**src/rtl/frost32_mem_access_unit.sv**
```systemverilog
// Frost32 data-memory bridge: byte-lane steering, alignment check, read
// extraction and a bounded-wait request/ack handshake to a word-wide SRAM.
module frost32_mem_access_unit #(
  parameter int unsigned ADDR_WIDTH     = 32,
  parameter int unsigned TIMEOUT_CYCLES = 16
) (
  input  logic                  clk,
  input  logic                  rst_n,
  input  logic                  cpu_req_mem_access,
  input  logic [ADDR_WIDTH-1:0] cpu_addr,
  input  logic [31:0]           cpu_data_out,
  input  logic                  cpu_access_type,
  input  logic [1:0]            cpu_access_size,
  output logic [31:0]           cpu_data_in,
  output logic                  cpu_busy,
  output logic                  cpu_done,
  output logic                  cpu_err,
  output logic                  sram_req,
  output logic                  sram_we,
  output logic [ADDR_WIDTH-3:0] sram_addr,
  output logic [3:0]            sram_be,
  output logic [31:0]           sram_wdata,
  input  logic [31:0]           sram_rdata,
  input  logic                  sram_ack
);

  localparam int unsigned CNT_W = (TIMEOUT_CYCLES > 1) ? $clog2(TIMEOUT_CYCLES) : 1;
  localparam logic [CNT_W-1:0] CNT_LAST = CNT_W'(TIMEOUT_CYCLES - 1);

  localparam logic [1:0] SZ_32 = 2'd0;
  localparam logic [1:0] SZ_16 = 2'd1;
  localparam logic [1:0] SZ_8  = 2'd2;

  typedef enum logic [1:0] {
    IDLE   = 2'd0,
    ACCESS = 2'd1,
    RESP   = 2'd2
  } state_t;

  state_t           state;
  logic [CNT_W-1:0] wait_cnt;
  logic [1:0]       off_q;
  logic [1:0]       size_q;

  logic [3:0]  be_c;
  logic [31:0] wdata_c;
  logic        bad_c;
  logic [31:0] rdata_fmt_c;

  // Lane steering and alignment check on the incoming CPU request
  always_comb begin
    be_c    = 4'b1111;
    wdata_c = cpu_data_out;
    bad_c   = 1'b0;
    case (cpu_access_size)
      SZ_8: begin
        be_c    = 4'b0001 << cpu_addr[1:0];
        wdata_c = {4{cpu_data_out[7:0]}};
      end
      SZ_16: begin
        be_c    = cpu_addr[1] ? 4'b1100 : 4'b0011;
        wdata_c = {2{cpu_data_out[15:0]}};
        bad_c   = cpu_addr[0];
      end
      SZ_32: begin
        bad_c = (cpu_addr[1:0] != 2'b00);
      end
      default: begin
        bad_c = 1'b1;
      end
    endcase
  end

  // Right-justify and zero-extend the addressed lanes of the SRAM word
  always_comb begin
    rdata_fmt_c = sram_rdata;
    case (size_q)
      SZ_8:    rdata_fmt_c = {24'b0, sram_rdata[{off_q, 3'b000} +: 8]};
      SZ_16:   rdata_fmt_c = {16'b0, off_q[1] ? sram_rdata[31:16] : sram_rdata[15:0]};
      default: rdata_fmt_c = sram_rdata;
    endcase
  end

  always_ff @(posedge clk or negedge rst_n) begin
    if (!rst_n) begin
      state       <= IDLE;
      wait_cnt    <= '0;
      off_q       <= '0;
      size_q      <= '0;
      cpu_data_in <= '0;
      cpu_busy    <= 1'b0;
      cpu_done    <= 1'b0;
      cpu_err     <= 1'b0;
      sram_req    <= 1'b0;
      sram_we     <= 1'b0;
      sram_addr   <= '0;
      sram_be     <= '0;
      sram_wdata  <= '0;
    end else begin
      case (state)
        IDLE: begin
          if (cpu_req_mem_access) begin
            off_q    <= cpu_addr[1:0];
            size_q   <= cpu_access_size;
            cpu_busy <= 1'b1;
            if (bad_c) begin
              state    <= RESP;
              cpu_done <= 1'b1;
              cpu_err  <= 1'b1;
            end else begin
              state      <= ACCESS;
              wait_cnt   <= '0;
              sram_req   <= 1'b1;
              sram_we    <= cpu_access_type;
              sram_addr  <= cpu_addr[ADDR_WIDTH-1:2];
              sram_be    <= be_c;
              sram_wdata <= wdata_c;
            end
          end
        end
        ACCESS: begin
          // Ack takes priority over an expiring wait counter
          if (sram_ack) begin
            if (!sram_we) begin
              cpu_data_in <= rdata_fmt_c;
            end
            sram_req <= 1'b0;
            state    <= RESP;
            cpu_done <= 1'b1;
            cpu_err  <= 1'b0;
          end else if (wait_cnt == CNT_LAST) begin
            sram_req <= 1'b0;
            state    <= RESP;
            cpu_done <= 1'b1;
            cpu_err  <= 1'b1;
          end else begin
            wait_cnt <= wait_cnt + CNT_W'(1);
          end
        end
        RESP: begin
          state    <= IDLE;
          cpu_busy <= 1'b0;
          cpu_done <= 1'b0;
          cpu_err  <= 1'b0;
        end
        default: begin
          state <= IDLE;
        end
      endcase
    end
  end

endmodule

```
**config.mk**
```make
export PLATFORM = sky130hd
export DESIGN_NAME = frost32_mem_access_unit
export DESIGN_NICKNAME = d
export VERILOG_FILES = /design/src/rtl/frost32_mem_access_unit.sv
export SDC_FILE = /design/constraint.sdc
export NUM_CORES = 1
export LEC_CHECK = 0
export ABC_AREA = 1
export CAP_MARGIN = 20
export CORE_MARGIN = 2
export CORE_UTILIZATION = 40
export CTS_CLUSTER_DIAMETER = 120
export DETAILED_ROUTE_END_ITERATION = 16
export GPL_TIMING_DRIVEN = 0
export PLACE_DENSITY = 0.88
export SLEW_MARGIN = 20
export SYNTH_ARGS = -nofsm -noshare
export SYNTH_HDL_FRONTEND = slang
export SYNTH_SLANG_ARGS = --single-unit
```
**constraint.sdc**
```tcl
create_clock -name clk -period 1.5 [get_ports clk]
set_input_delay 0.225 -clock clk [delete_from_list [all_inputs] [get_ports clk]]
set_output_delay 0.225 -clock clk [all_outputs]
set_load 0.005 [all_outputs]
```
==> flow_metrics.tcl <==
set metrics [dict create \
    rows 42 \
    grt_overflow 0 \
    final_nets 1063 \
    yosysSeqAreaShare_pct 52.2 \
    synth_top_area_cell "dfrtp_1" \
    r2r_slack_ns 0.002 \
    grt_setup_unrepaired "true" \
    ys.flop_type "dfrtp_1" \
    hold_ws_ns 0.174 \
    synth_async_sr_flop_share_pct 100 \
    gp_congestion 0.891 \
    synth.cell_area_mm2 0.00542 \
    core_mm2 0.0132 \
    cp.required_ns 1.80 \
    yosysWarnings 0 \
    startpoint_type "flop" \
    timing.final.crit_share_pct 99.8 \
    skew_ns 0.00632 \
    yosys-top-cells-count "nand2_1 (338), dfrtp_1 (113), o21ai_0 (81)" \
    n_antenna_cell 0 \
    synth_most_common_cell "nand2_1" \
    endpoint_kind "flop" \
    outcome "finished clean" \
    dr_total_vias 5680 \
    relSlewSlack_pct 56.5 \
    cp.arrival_ns 1.79 \
    syn2layout_area_growth_pct 61.6 \
    clkTransAtPathRegs_ns 0.05 \
    holdCritPathClass "in2reg" \
    tightestPinTransition_ns 0.651 \
    track_usage_pct 24.7 \
    drt-total-wl_um 17600 \
    die_height_um 120 \
    yosysUniqueCellTypes 29 \
    cts_root_buffer "clkbuf_16" \
    dieWidth_um 120 \
    hold_viol 0 \
    fmax_ghz 0.668 \
    period_minus_slack_ns 1.50 \
    setup-violations-final 0 \
    vdd_drop_max_mv 1.04 \
    pwr_density_cell_mw_per_mm2 1860 \
    dpl.hpwl_um 12500 \
    placed_cells 1083 \
    slew_viol_final 0 \
    drc 0 \
    wl_per_cell_um 15.4 \
    worst-path-max-fanout 5 \
    grt_pass1_wl_um 27800 \
    ys_seq_elements 113 \
    numPortBuffers 205 \
    cts_buffers 17 \
    grt_pass1_vias 5549 \
    crit_type "reg2reg" \
    insertion_delay_ns 0.41 \
    final_cells 1141 \
    clk_path_buf_depth 2 \
    routed_via_density 4.98 \
    yosysTopAreaCellShare_pct 52.2 \
    synth_fp_nets 811 \
    io_pins 206 \
    grt_antenna_before_repair 1 \
    antenna_left 0 \
    synth-edff-count 0 \
    htreeDepth 4 \
    cts.sinks 113 \
    synth_area_leaders "dfrtp_1 (52%), nand2_1 (23%), o21ai_0 (7.5%)" \
    drtIter0Drc 414 \
    leakage_nw 4.92 \
    drv_cap 0 \
    power_mw 16.3 \
    first_pass_iters 5 \
    initial_core_util_pct 40.9 \
    synthCells 701 \
    fp.dieArea_mm2 0.0145 \
    grt_max_degree 68 \
    drive_gt1_share_pct 13.0 \
    cts_tree "done" \
    syn_area_per_cell_um2 7.73 \
]
[per-stage QoR]
stage	setup TNS (ns)	cell area [um2]	worst slack, ns	util [%]
3_3_place_gp	-530.81	7710	-4.22	58.2
2_1_floorplan	0	5430	0.0256	-
3_5_place_dp	-58.49	7730	-0.918	58.4
6_report	0	8760	0.00242	66.1
4_1_cts	0	8440	0.000521	63.7
5_1_grt	-0.259	8760	-0.0493	66.1
[timing repair]
action / CTS / global route
cloned: 0 / 1
endpoints found under the setup margin: 169 / 133
pin swaps: 3 / 5
hold buffers: 1 / 0
resized for setup: 103 / 89
buffers inserted: 11 / 14
endpoints found under the hold margin: 46 / 0
[critical path, cell delays in order, from the launching register on]
cell and delay [ns]:
dfrtp_1 0.42, ha_4 0.31, inv_4 0.05, nand2_4 0.07, inv_4 0.05, buf_6 0.12, nand2_2 0.04, nand2_1 0.04
nand2_1 0.05, nand4_1 0.10, o21ai_1 0.09, inv_1 0.05
[layer usage]
layer / track usage [%] / vias to the layer above / part of all wire (%) / wire [um]
li1: - / 2739 / - / -
met2: 41.3 / 302 / 48 / 8470
met5: 0 / - / 0.074 / 13
met1: 28.4 / 2600 / 38 / 6770
met3: 8.96 / 37 / 11 / 1850
met4: 10.7 / 2 / 2.8 / 494
[cell type report]
| type | count | area (um2) |
|---|---|---|
| Fill cell | 1081 | 4490 |
| Sequential cell | 113 | 2830 |
| Multi-Input combinational cell | 507 | 2330 |
| Timing Repair Buffer | 233 | 2300 |
| Clock buffer | 22 | 484 |
| Buffer | 34 | 272 |
| Tap cell | 176 | 220 |
| Inverter | 47 | 189 |
| Clock inverter | 9 | 130 |
[cell families after synthesis]
logic type | share of synthesized area, %
flip-flops | 52.2
buffers and inverters | 6.88
AO/OA/AOI/OAI | 10.3
adder cells (fa/ha/maj) | 1.62
AND/OR/NAND/NOR | 29.1
[cell usage in the layout (no fill, tap or decap), types with 4 or more instances in the layout]
cell,count
nor2_1,9
o21ai_0,77
nand4_1,5
dlymetal6s2s_1,33
buf_6,17
nand3_1,30
dfrtp_1,110
buf_4,24
clkbuf_16,17
clkdlybuf4s50_1,98
o2111ai_1,7
nor2_4,5
a21oi_1,9
nand2_2,7
dlygate4sd2_1,71
o21ai_1,4
clkbuf_2,10
ha_1,6
clkbuf_8,4
inv_1,40
buf_2,5
nand2_1,330
[flip-flops by register name (all words and copies together) (netlist names)]
| signal | cells |
|---|---|
| sram_we | 1 |
| wait_cnt | 4 |
| off_q | 2 |
| sram_wdata | 32 |
| cpu_done | 1 |
| cpu_busy | 1 |
| sram_be | 4 |
| cpu_data_in | 32 |
| sram_addr | 30 |
| cpu_err | 1 |
| state | 2 |
| sram_req | 1 |
| size_q | 2 |
[report_power, final]
group / total, mW / switching [mW] / internal (mW)
clock network: 4.15 / 1.38 / 2.77
logic: 6.91 / 3.52 / 3.39
registers: 5.24 / 0.788 / 4.46
[final timing paths]
check / start / to / depth (start not counted)
setup / recovery: size_q[1] / cpu_data_in[6] / 11
hold / removal: cpu_access_size[1] / size_q[1] / 3
setup reg to reg: size_q[1] / cpu_data_in[6] / 11
hold reg to reg: sram_wdata[26] / sram_wdata[26] / 2
max in group asynchronous: rst_n / sram_wdata[29] / 3
min in group asynchronous: rst_n / cpu_data_in[18] / 2
(Power assumes the default switching activity.)
